$ cat src/rtl/instr_decode_stage.sv
// -----------------------------------------------------------------------------
// instr_decode_stage
//
// Registered, flow-controlled instruction decode stage. It accepts 32-bit
// instruction words on a valid/ready handshake and decodes them combinationally.
// The decoded bundle is kept in a 2-entry FIFO made of a main entry and a skid
// entry. The stage also tracks the most recently emitted lw, and either flags
// a dependent instruction or stalls it for one bubble.
//
// Parameters
//   ID_W          width of o_out_id (>= 6)
//   IMM_W         width of o_out_imm (>= 26)
//   HAZARD_STALL  1: one bubble on load-use, 0: flag only
//
// Ports
//   i_clk, i_rst        clock, asynchronous active-high reset
//   i_flush             synchronous flush of both entries and hazard state
//   i_in_valid          upstream instruction valid
//   o_in_ready          stage can accept (skid entry empty)
//   i_in_ir             instruction word
//   o_out_valid         decoded instruction presented
//   i_out_ready         downstream accepts
//   o_out_id            opcode of a legal instruction, 0 if illegal
//   o_out_rs/rt/rd      raw register fields
//   o_out_dst           destination register index
//   o_out_dst_valid     instruction writes o_out_dst
//   o_out_src1_valid    rs is read
//   o_out_src2_valid    rt is read
//   o_out_imm           extended immediate or jump target
//   o_out_illegal       opcode not in the legal set
//   o_out_load_use      instruction depends on the immediately preceding lw
// -----------------------------------------------------------------------------
module instr_decode_stage #(
   parameter int unsigned ID_W         = 6,
   parameter int unsigned IMM_W        = 32,
   parameter bit          HAZARD_STALL = 1'b1
) (
   input  logic             i_clk,
   input  logic             i_rst,
   input  logic             i_flush,
   input  logic             i_in_valid,
   output logic             o_in_ready,
   input  logic [31:0]      i_in_ir,
   output logic             o_out_valid,
   input  logic             i_out_ready,
   output logic [ID_W-1:0]  o_out_id,
   output logic [4:0]       o_out_rs,
   output logic [4:0]       o_out_rt,
   output logic [4:0]       o_out_rd,
   output logic [4:0]       o_out_dst,
   output logic             o_out_dst_valid,
   output logic             o_out_src1_valid,
   output logic             o_out_src2_valid,
   output logic [IMM_W-1:0] o_out_imm,
   output logic             o_out_illegal,
   output logic             o_out_load_use
);

   localparam logic [5:0] OP_ADD  = 6'd0;
   localparam logic [5:0] OP_ADDI = 6'd1;
   localparam logic [5:0] OP_AND  = 6'd3;
   localparam logic [5:0] OP_ORI  = 6'd6;
   localparam logic [5:0] OP_LW   = 6'd8;
   localparam logic [5:0] OP_SW   = 6'd9;
   localparam logic [5:0] OP_J    = 6'd16;
   localparam logic [5:0] OP_SLT  = 6'd19;

   typedef struct packed {
      logic [ID_W-1:0]  id;
      logic [4:0]       rs;
      logic [4:0]       rt;
      logic [4:0]       rd;
      logic [4:0]       dst;
      logic             dst_valid;
      logic             src1_valid;
      logic             src2_valid;
      logic [IMM_W-1:0] imm;
      logic             illegal;
      logic             is_lw;
      logic             load_use;   // sticky: this entry already took its bubble
   } entry_t;

   typedef enum logic [1:0] {StEmpty, StOne, StTwo} buf_state_e;

   buf_state_e r_state;
   buf_state_e w_state_d;
   entry_t     r_main;
   entry_t     r_skid;
   entry_t     w_dec;
   logic       r_ld_valid;
   logic [4:0] r_ld_dst;
   logic       w_main_v;
   logic       w_hit;
   logic       w_bubble;
   logic       w_accept;
   logic       w_drain;

   // ---------------------------------------------------------------------------
   // Combinational decode of the incoming word
   // ---------------------------------------------------------------------------
   always_comb begin
      logic [5:0]       w_op;
      logic [IMM_W-1:0] w_sext;
      logic [IMM_W-1:0] w_zext;
      logic [IMM_W-1:0] w_tgt;

      w_op   = i_in_ir[31:26];
      w_sext = {IMM_W{i_in_ir[15]}};
      w_sext[15:0] = i_in_ir[15:0];
      w_zext = '0;
      w_zext[15:0] = i_in_ir[15:0];
      w_tgt  = '0;
      w_tgt[25:0] = i_in_ir[25:0];

      w_dec    = '0;
      w_dec.rs = i_in_ir[25:21];
      w_dec.rt = i_in_ir[20:16];
      w_dec.rd = i_in_ir[15:11];

      case (w_op)
         OP_ADD, OP_AND, OP_SLT: begin
            w_dec.dst        = i_in_ir[15:11];
            w_dec.dst_valid  = 1'b1;
            w_dec.src1_valid = 1'b1;
            w_dec.src2_valid = 1'b1;
         end
         OP_ADDI, OP_LW: begin
            w_dec.dst        = i_in_ir[20:16];
            w_dec.dst_valid  = 1'b1;
            w_dec.src1_valid = 1'b1;
            w_dec.imm        = w_sext;
            w_dec.is_lw      = (w_op == OP_LW);
         end
         OP_ORI: begin
            w_dec.dst        = i_in_ir[20:16];
            w_dec.dst_valid  = 1'b1;
            w_dec.src1_valid = 1'b1;
            w_dec.imm        = w_zext;
         end
         OP_SW: begin
            w_dec.src1_valid = 1'b1;
            w_dec.src2_valid = 1'b1;
            w_dec.imm        = w_sext;
         end
         OP_J: begin
            w_dec.imm = w_tgt;
         end
         default: begin
            w_dec.illegal = 1'b1;
         end
      endcase

      if (!w_dec.illegal) begin
         w_dec.id[5:0] = w_op;
      end
      // Writes to r0 are architecturally discarded.
      if (w_dec.dst == 5'd0) begin
         w_dec.dst_valid = 1'b0;
      end
   end

   // ---------------------------------------------------------------------------
   // Hazard detection against the last emitted lw
   // ---------------------------------------------------------------------------
   assign w_hit = r_ld_valid && w_main_v &&
                  ((r_main.src1_valid && (r_main.rs == r_ld_dst)) ||
                   (r_main.src2_valid && (r_main.rt == r_ld_dst)));
   assign w_bubble = HAZARD_STALL && w_hit;
   assign w_accept = i_in_valid && o_in_ready && !i_flush;
   assign w_drain  = o_out_valid && i_out_ready;

   // ---------------------------------------------------------------------------
   // Buffer FSM: state register
   // ---------------------------------------------------------------------------
   always_ff @(posedge i_clk or posedge i_rst) begin
      if (i_rst) begin
         r_state <= StEmpty;
      end else begin
         r_state <= w_state_d;
      end
   end

   // Buffer FSM: next state
   always_comb begin
      w_state_d = r_state;
      if (i_flush) begin
         w_state_d = StEmpty;
      end else begin
         case (r_state)
            StEmpty: if (w_accept) w_state_d = StOne;
            StOne: begin
               if (w_accept && !w_drain) begin
                  w_state_d = StTwo;
               end else if (!w_accept && w_drain) begin
                  w_state_d = StEmpty;
               end
            end
            StTwo:   if (w_drain) w_state_d = StOne;
            default: w_state_d = StEmpty;
         endcase
      end
   end

   // Buffer FSM: outputs
   always_comb begin
      o_in_ready  = (r_state != StTwo);
      w_main_v    = (r_state != StEmpty);
      o_out_valid = w_main_v && !w_bubble;
   end

   // ---------------------------------------------------------------------------
   // Entry storage; an empty main entry is held at zero so data outputs read 0
   // ---------------------------------------------------------------------------
   always_ff @(posedge i_clk or posedge i_rst) begin
      if (i_rst) begin
         r_main <= '0;
         r_skid <= '0;
      end else if (i_flush) begin
         r_main <= '0;
         r_skid <= '0;
      end else if (w_drain) begin
         if (r_state == StTwo) begin
            r_main <= r_skid;
            r_skid <= '0;
         end else begin
            r_main <= w_accept ? w_dec : '0;
         end
      end else begin
         if (w_bubble) begin
            r_main.load_use <= 1'b1;
         end
         if (w_accept) begin
            if (r_state == StEmpty) begin
               r_main <= w_dec;
            end else begin
               r_skid <= w_dec;
            end
         end
      end
   end

   // ---------------------------------------------------------------------------
   // Load tracker: only an lw emitted in the directly preceding handshake counts
   // ---------------------------------------------------------------------------
   always_ff @(posedge i_clk or posedge i_rst) begin
      if (i_rst) begin
         r_ld_valid <= 1'b0;
         r_ld_dst   <= 5'd0;
      end else if (i_flush || !o_out_valid) begin
         r_ld_valid <= 1'b0;
      end else if (w_drain) begin
         r_ld_valid <= r_main.is_lw && r_main.dst_valid;
         r_ld_dst   <= r_main.dst;
      end
   end

   // ---------------------------------------------------------------------------
   // Output bundle
   // ---------------------------------------------------------------------------
   assign o_out_id         = r_main.id;
   assign o_out_rs         = r_main.rs;
   assign o_out_rt         = r_main.rt;
   assign o_out_rd         = r_main.rd;
   assign o_out_dst        = r_main.dst;
   assign o_out_dst_valid  = r_main.dst_valid;
   assign o_out_src1_valid = r_main.src1_valid;
   assign o_out_src2_valid = r_main.src2_valid;
   assign o_out_imm        = r_main.imm;
   assign o_out_illegal    = r_main.illegal;
   assign o_out_load_use   = HAZARD_STALL ? r_main.load_use : w_hit;

endmodule

$ cat config.mk
export PLATFORM = sky130hd
export DESIGN_NAME = instr_decode_stage
export DESIGN_NICKNAME = d
export VERILOG_FILES = /design/src/rtl/instr_decode_stage.sv
export SDC_FILE = /design/constraint.sdc
export NUM_CORES = 1
export LEC_CHECK = 0
export CAP_MARGIN = 25
export CORE_AREA = 2 2 115 117
export DETAILED_ROUTE_END_ITERATION = 16
export DIE_AREA = 0 0 117 119
export DONT_BUFFER_PORTS = 1
export PLACE_DENSITY_LB_ADDON = 0.2
export SYNTH_ARGS = -nofsm -noshare
export SYNTH_HDL_FRONTEND = slang
export SYNTH_SLANG_ARGS = --single-unit
$ cat constraint.sdc
create_clock -name i_clk -period 10.9 [get_ports i_clk]
set_input_delay 2.18 -clock i_clk [delete_from_list [all_inputs] [get_ports i_clk]]
set_output_delay 2.18 -clock i_clk [all_outputs]
set_load 0.02 [all_outputs]
==> flow_metrics.tcl <==
set metrics [dict create \
    worstHoldPathType "reg -> reg" \
    slew_viol_final 0 \
    synth_area_um2 6510 \
    grt_max_degree 72 \
    leakagePower_nw 3.01 \
    dieArea_um2 13900 \
    cp_num_buf_inv 0 \
    timing.fmax_mhz 244 \
    maxSlewHeadroom_pct 33.9 \
    cts_tree "built" \
    synth_top_area_cell "dfrtp_1" \
    clk_path_buf_depth 2 \
    startpoint_type "flip-flop" \
    grt_pass1_wl_um 27700 \
    nets 602 \
    final_cell_mix "dfrtp_1, nand2_1, a22o_1, o21ai_0, nor2_1" \
    die_h_um 119 \
    numCtsBuffers 17 \
    cp_top_family "compound AO/OA/AOI/OAI gates" \
    grt_pass1_vias 4868 \
    ys.flop_type "dfrtp_1" \
    clk_latency_ps 420 \
    area_delta_synth_final_pct 4.03 \
    setup_violations 0 \
    routedWlPerCell_um 22.7 \
    ys_warn_count 0 \
    drt_iter0_drc 395 \
    reg2reg_to "o_out_dst[3]" \
    status "finished clean" \
    slowest_stage "dfrtp_1" \
    cp_num_cells 4 \
    crit_required_ps 8720 \
    async_flop_share_pct 100 \
    via_count 4836 \
    antenna_found_initial 0 \
    drt_pass1_iterations 5 \
    peakVddDrop_uv 92.2 \
    drive_gt1_share_pct 12.5 \
    htree_levels 4 \
    synth-seq-cells 125 \
    io_pins 102 \
    mostFrequentLayoutCell "dfrtp_1" \
    ys_seq_area_share_pct 48.0 \
    place_ws_ps 6600 \
    crit_fanout 3 \
    syn_inst 642 \
    setup_slack_ps 6810 \
    drcViolationCount 0 \
    startpoint "o_out_rs[3]" \
    path_clk_slew_ps 60 \
    crit_chain "xnor2_1 > and4_4 > a22o_1 > a21oi_1" \
    synth_cell_types 60 \
    r2r_cells 7 \
    synth_top_area_share_pct 48.0 \
    num_rows 42 \
    syn_nets 679 \
    max_stage_delay_ps 490 \
    synth_area_leaders "dfrtp_1, buf_4, a22o_1" \
    cts-resized-gates 0 \
    antenna-diode-count 0 \
    core_area_um2 12900 \
    crit_path_end_kind "primary output" \
    avgSynthCellArea_um2 10.1 \
    synth_edf_count 0 \
    numClockSinks 125 \
    worst_pin_slew_ps 991 \
    min_period_ps 4090 \
    via_per_inst 6.41 \
    fin_worst_skew_ps 7.36 \
    fin_area_um2 6780 \
    dpl_cell_area_um2 6190 \
    hold_viol 0 \
    max_cap_viol_count 0 \
    critical_path_class "reg -> out" \
    final_antenna_net_count 0 \
    rsz0062_at_grt "false" \
    r2r_start "o_out_rs[4]" \
    gp_congestion 0.864 \
    cts_hold_buf 0 \
    fillers 1140 \
    fin_setup_tns_ps 0 \
    rrSetupSlack_ps 7850 \
    p_total_mw 1.14 \
    power-per-cell-area_nw_per_um2 168 \
    dpl.hpwl_um 11200 \
    timing.final.crit_share_pct 37.5 \
    postCtsSetupRepairBufs 0 \
    fp.dieW_um 117 \
    cts-root-buf "clkbuf_16" \
    wirelength_um 17100 \
    port_buffers 0 \
    endpoint "o_out_valid" \
    grt_usage_pct 26.3 \
    overflow 0 \
    utilization_pct 52.6 \
    initial_core_util_pct 50.6 \
    min_from "r_skid[18]" \
    critPathArrivalTime_ps 1910 \
]
## synth_stat cells, types with 13 or more instances
cell and count:
dfrtp_1 125, a2bb2oi_1 14, nand2_1 92, buf_4 62, nor2_1 24, a21oi_1 13, clkbuf_1 24, o2bb2ai_1 23
a22oi_1 23, buf_2 18, a21o_1 17, a22o_1 41, o21ai_0 29
## area by class of cell
type | instances | area [um2] | area share [%]
clock buffers | 20 | 447 | 6.59
clock inverters | 12 | 121 | 1.79
inverters | 6 | 25.0 | 0.369
multi-input cells | 404 | 2730 | 40.3
flip-flops and latches | 125 | 3130 | 46.2
well taps | 176 | 220 | 3.25
repair buffers | 11 | 106 | 1.57
## routing by layer
layer / part of all wire, % / GRT usage [%] / up-vias / wire, um
li1: - / - / 2142 / -
met1: 41 / 35.9 / 2468 / 7080
met2: 47 / 38.5 / 183 / 8060
met3: 8.7 / 9.16 / 43 / 1490
met4: 3.0 / 9.93 / 0 / 512
met5: 0 / 0 / - / 0
## power by group
part	internal, mW	total [mW]	switching (mW)
sequential	0.475	0.495	0.0192
combinational	0.0308	0.101	0.0700
clock	0.339	0.546	0.206
## state kept, by name, indices dropped and copies added, names as in the netlist, 2 cells and up
signal / flops
o_out_dst: 5
o_out_id: 6
o_out_imm: 27
o_out_rd: 5
o_out_rs: 5
o_out_rt: 5
r_ld_dst: 5
r_skid: 58
r_state: 2
## kinds of logic (layout without fill, tap and decap cells)
family	after synthesis	after routing	share of synthesized area, %
compound gates	230	230	27.1
xor+xnor	11	11	1.48
buf+inv	113	49	10.8
flops	125	125	48.0
mux	1	1	0.154
simple gates	162	162	12.5
## how the worst min path moves through the flow
stage | endpoint | slack, ps | cells after the start
after detailed placement | o_out_imm[15] | 460 | 2
after global routing | r_skid[41] | 510 | 1
after CTS | o_out_imm[15] | 480 | 2
after global placement | o_out_dst_valid | 450 | 2
final | o_out_imm[15] | 480 | 2
after floorplan | o_out_dst_valid | 440 | 2
## stage by stage
step,hold WS (ps),cells
floorplan,439,642
global placement,455,717
detailed placement,463,720
CTS,478,752
global route,512,754
finish,480,754
## worst min-delay path: cells and delay by family (launching register included)
family           cells  cell delay [ps]
DFF                  1              340
and+or+nand+nor      2              110
Power figures use the tool's default switching activity.
